## config.mk

```make
export PLATFORM = sky130hd
export DESIGN_NAME = decoder_pipe
export DESIGN_NICKNAME = d
export VERILOG_FILES = /design/src/rtl/dec_pkg.sv /design/src/rtl/dec_onehot_core.sv /design/src/rtl/decoder_pipe.sv
export SDC_FILE = /design/constraint.sdc
export NUM_CORES = 1
export LEC_CHECK = 0
export BUFFER_PORTS_ARGS = -buffer_cell sky130_fd_sc_hd__buf_2
export CAP_MARGIN = 20
export CORE_AREA = 2 2 39 41
export DETAILED_ROUTE_END_ITERATION = 16
export DIE_AREA = 0 0 41 43
export PLACE_DENSITY_LB_ADDON = 0.05
export SETUP_SLACK_MARGIN = 0.15
export SYNTH_ARGS = -nofsm -noshare
export SYNTH_HDL_FRONTEND = slang
export SYNTH_SLANG_ARGS = --single-unit
```

## constraint.sdc

```tcl
create_clock -name clk -period 2.11 [get_ports clk]
set_clock_uncertainty 0.15 [all_clocks]
set_input_delay 0.422 -clock clk [delete_from_list [all_inputs] [get_ports clk]]
set_output_delay 0.422 -clock clk [all_outputs]
set_load 0.01 [all_outputs]
```

## src/rtl/dec_pkg.sv

```systemverilog
// dec_pkg: shared types and constants for decoder_pipe.
//   state_t     - FSM state encoding (IDLE, HOLD, SCAN)
//   MODE_DIRECT - in_mode value for a single-beat decode
//   MODE_SCAN   - in_mode value for a walk from in_sel up to the top index
package dec_pkg;

  typedef enum logic [1:0] {
    ST_IDLE,
    ST_HOLD,
    ST_SCAN
  } state_t;

  localparam logic MODE_DIRECT = 1'b0;
  localparam logic MODE_SCAN   = 1'b1;

endpackage

```

## src/rtl/dec_onehot_core.sv

```systemverilog
// dec_onehot_core: combinational index-to-one-hot converter.
//   i_idx  [SEL_W]    index to decode
//   i_en   [1]        word enabled; when low no bit is active
//   o_word [2**SEL_W] decoded word
// Polarity macro: DECODER_PIPE_ACTIVE_LOW_EN selects one-cold output
// (active bit 0, idle word all ones).
module dec_onehot_core #(
  parameter int SEL_W = 3
) (
  input  logic [SEL_W-1:0]      i_idx,
  input  logic                  i_en,
  output logic [(2**SEL_W)-1:0] o_word
);

  logic [(2**SEL_W)-1:0] w_hot;

  always_comb begin
    w_hot = '0;
    if (i_en) begin
      w_hot[i_idx] = 1'b1;
    end
  end

`ifdef DECODER_PIPE_ACTIVE_LOW_EN
  assign o_word = ~w_hot;
`else
  assign o_word = w_hot;
`endif

endmodule

```

## src/rtl/decoder_pipe.sv

```systemverilog
// decoder_pipe: valid/ready pipelined index decoder with direct and scan modes.
//   clk, rst       clock, asynchronous active-high reset
//   in_valid/ready request handshake; in_sel index or scan start; in_mode 0 direct / 1 scan
//   out_valid/ready beat handshake
//   out_onehot     decoded word for out_idx (zero when idle)
//   out_idx        index currently presented
//   out_last       final beat of the current request
// Polarity macro: DECODER_PIPE_ACTIVE_LOW_EN makes out_onehot one-cold.
module decoder_pipe #(
  parameter int SEL_W = 3
) (
  input  logic                  clk,
  input  logic                  rst,
  input  logic                  in_valid,
  output logic                  in_ready,
  input  logic [SEL_W-1:0]      in_sel,
  input  logic                  in_mode,
  output logic                  out_valid,
  input  logic                  out_ready,
  output logic [(2**SEL_W)-1:0] out_onehot,
  output logic [SEL_W-1:0]      out_idx,
  output logic                  out_last
);

  import dec_pkg::*;

  localparam logic [SEL_W-1:0] LAST_IDX = '1;

  state_t           r_state;
  logic             r_valid;
  logic [SEL_W-1:0] r_idx;
  logic             r_last;

  state_t w_load_state;
  logic   w_load_last;

  // Destination state and last flag for a newly accepted request.
  always_comb begin
    w_load_state = ST_HOLD;
    w_load_last  = 1'b1;
    case (in_mode)
      MODE_DIRECT: begin
        w_load_state = ST_HOLD;
        w_load_last  = 1'b1;
      end
      MODE_SCAN: begin
        w_load_state = ST_SCAN;
        w_load_last  = (in_sel == LAST_IDX);
      end
      default: ;
    endcase
  end

  // HOLD can take a new request in the same cycle its beat drains.
  always_comb begin
    in_ready = 1'b0;
    case (r_state)
      ST_IDLE: in_ready = 1'b1;
      ST_HOLD: in_ready = out_ready;
      ST_SCAN: in_ready = 1'b0;
      default: in_ready = 1'b0;
    endcase
  end

  always_ff @(posedge clk or posedge rst) begin
    if (rst) begin
      r_state <= ST_IDLE;
      r_valid <= 1'b0;
      r_idx   <= '0;
      r_last  <= 1'b0;
    end else begin
      case (r_state)
        ST_IDLE: begin
          if (in_valid) begin
            r_state <= w_load_state;
            r_valid <= 1'b1;
            r_idx   <= in_sel;
            r_last  <= w_load_last;
          end
        end
        ST_HOLD: begin
          if (out_ready) begin
            if (in_valid) begin
              r_state <= w_load_state;
              r_valid <= 1'b1;
              r_idx   <= in_sel;
              r_last  <= w_load_last;
            end else begin
              r_state <= ST_IDLE;
              r_valid <= 1'b0;
              r_idx   <= '0;
              r_last  <= 1'b0;
            end
          end
        end
        ST_SCAN: begin
          if (out_ready) begin
            if (r_idx == LAST_IDX) begin
              r_state <= ST_IDLE;
              r_valid <= 1'b0;
              r_idx   <= '0;
              r_last  <= 1'b0;
            end else begin
              r_idx  <= r_idx + 1'b1;
              r_last <= ((r_idx + 1'b1) == LAST_IDX);
            end
          end
        end
        default: begin
          r_state <= ST_IDLE;
          r_valid <= 1'b0;
          r_idx   <= '0;
          r_last  <= 1'b0;
        end
      endcase
    end
  end

  assign out_valid = r_valid;
  assign out_idx   = r_idx;
  assign out_last  = r_last;

  dec_onehot_core #(
    .SEL_W(SEL_W)
  ) u_core (
    .i_idx  (r_idx),
    .i_en   (r_valid),
    .o_word (out_onehot)
  );

endmodule

```

==> metrics.md <==
| Metric | Value |
|---|---|
| Status | `complete, no violations` |
| Buffer depth of the longest clock path | `2` |
| Final worst-path cycle share | `0.861` |
| IO Count | `22` |
| Slew headroom | `0.740` |
| TNS Setup | `0 ns` |
| Crit path DAT | `around 1.2 ns` |
| Antenna Nets Post-Route | `0` |
| Critical Path Start | `r_state[0]` |
| Worst VDD drop | `around 0.54 mV` |
| Synth Instances | `65` |
| Final count of pins violating max slew | `0` |
| Critical path's top delay family | `flip-flops` |
| Final Power | `roughly 0.86 mW` |
| Clk root buf | `clkbuf_4` |
| RSZ-0062 raised after global routing | `false` |
| Worst setup endpoint | `in_ready` |
| Worst path max stage delay | `0.49 ns` |
| Worst Setup Slack, final | `about 0.3 ns` |
| Minimum clock period | `approximately 1.8 ns` |
| Syn avg cell area | `between 7 and 8 µm²` |
| Register area share after synthesis | `0.337` |
| Vias in the first global route | `505` |
| Placed wire-length estimate | `1040 µm` |
| Core area | `0.00138 mm²` |
| Vias | `536` |
| H-tree levels | `1` |
| Max-cap violations | `0` |
| Mapped Area | `519 µm²` |
| Slew at the pin closest to its max-slew limit | `0.390 ns` |
| CTS tree | `built` |
| Pre-CTS setup slack | `0.397 ns` |
| Quantity of I/O buffers inserted on ports | `21` |
| Starting Density | `0.375` |
| Syn. warnings | `0` |
| Area grow syn2layout | `27.5%` |
| R2R Path End | `out_last` |
| FF+latch count, synth | `7` |
| Static Leak | `0.343 nW` |
| CP Cell Sequence | `nor2b_4, nor2_1, buf_2` |
| Setup slack, reg-to-reg | `0.39 ns` |
| Max Fclk | `0.550 GHz` |
| Die Y | `43 µm` |
| CP Data Required Time | `approximately 1.5 ns` |
| Fin nets | `a little over 100` |
| CP max-delay cell | `dfrtp_1` |
| Fin Hold WS | `around 0.34 ns` |
| Synth cell types | `21` |
| Pwr Density | `around 1300 mW/mm²` |
| Violation count after the first detailed-route iteration | `7` |
| Worst path buffer plus inverter count | `1` |
| Post-Route WL | `1300 µm` |
| Num CTS Buffers | `3` |
| Total nets after synthesis | `76` |
| First-pass GRT wire length | `2090 µm` |
| Crit-path max FO | `9` |
| DR pass1 iterations | `4` |
| Hold WC Path Type | `register to register` |
| Crit. path cell count | `3` |
| Die area | `0.00176 mm²` |
| Startpoint Class | `register` |
| Sink Count | `7` |
| DRC Markers | `0` |
| Crit. End Element | `primary output` |
| Final Hold Vio Count | `0` |
| Placer's final routability congestion estimate | `0.778` |
| Path depth of the worst reg2reg path | `5` |
| Worst flop-to-flop path startpoint | `out_idx[1]` |
| Layout cell share with drive strength beyond 1 | `0.303` |
| CP Class | `register to primary output` |
| GR Util All Layers | `0.178` |
| Commonest non-fill, non-tap cell in the layout | `buf_2` |
| Worst skew pair latency | `approximately 0.24 ns` |
| Most frequent cells in the layout | `21 x buf_2, 15 x nor2_1, 7 x dfrtp_1, 6 x inv_1` |
| Die span in x | `41 µm` |
| Initial antenna violation count | `0` |
| # rows | `14` |
| Number of diodes | `0` |
| Largest net degree at the start of global routing | `12` |
| Vias/cell | `5.10` |
| Final setup viols | `0` |
| Register clock-pin slew on the reported worst setup and hold paths | `about 0.05 ns` |
| Gates resized, CTS repair | `0` |
| Total grt overflow | `0` |
| Routed wire length per instance | `12.4 µm` |
[flip-flops by register name, summed over array words and instances (netlist names)]
| register | flops |
|---|---|
| out_idx | 3 |
| out_last | 1 |
| out_valid | 1 |
| r_state | 2 |
[final cells by class]
cell class,count,area [µm²]
multi-input cells,50,303
fillers,163,722
flip-flops and latches,7,175
well taps,16,20.0
inverters,6,22.5
repair buffers,22,115
clock buffers,4,26.3
[report_power, final]
group          total [mW]  leakage (nW)  internal, mW  switching (mW)
clock               0.117        0.0150        0.0719          0.0456
sequential          0.296        0.0878         0.190           0.106
combinational       0.442         0.240         0.197           0.246
total               0.856         0.343         0.459           0.397
[cells in the mapped netlist]
cell,instances,area (µm²)
and3_1,2,12.5
a21oi_1,5,25.0
inv_1,6,22.5
nor3b_1,1,7.51
nand2b_1,2,12.5
nand2_1,5,18.8
buf_4,1,7.51
nor2_2,1,6.26
o2bb2ai_1,3,26.3
nor2_1,15,56.3
ha_1,3,37.5
nor2b_1,1,6.26
nor3_1,5,25.0
nor3_4,1,16.3
buf_6,1,11.3
a32oi_1,2,17.5
a221o_1,1,10.0
nor2b_4,1,13.8
a31oi_1,1,6.26
dfrtp_1,7,175
nand3_1,1,5.00
[metal layers]
layer,part of all wire,global-route usage
met4,0.015,0.100
met2,0.49,0.281
met3,0.054,0.0314
met1,0.44,0.214
met5,0,0
[worst min-delay path by stage]
stage / from / cells past startpoint / endpoint / slack [ns]
after floorplan: rst / 1 / out_idx[0] / 0.08
after global placement: rst / 2 / out_valid / 0.21
after detailed placement: rst / 2 / out_idx[1] / 0.21
after CTS: in_valid / 3 / r_state[0] / 0.35
after global routing: out_last / 1 / out_last / 0.37
final: out_last / 1 / out_last / 0.34
[through the flow]
step                      std cells   util  instance area, µm²
after global routing            105  0.478                 662
final                           105  0.478                 662
after detailed placement        100  0.452                 626
after global placement          100  0.452                 626
after CTS                       105  0.478                 662
after floorplan                  65      -                 519
[cell families (layout without fill, tap and decap cells)]
kind of cell	Yosys count	count (layout)	synth area share
AOI/OAI and AO/OA	12	12	0.164
adders and majority gates	3	3	0.0723
buffers and inverters	8	32	0.0795
DFF	7	7	0.337
and+or+nand+nor	35	35	0.347
[repair_timing]
action / in CTS / in global routing
hold endpoints to repair: 7 / 0
hold buffers: 1 / 0
setup buffers: 0 / 0
Note: power is estimated with default switching activity, not from simulation.
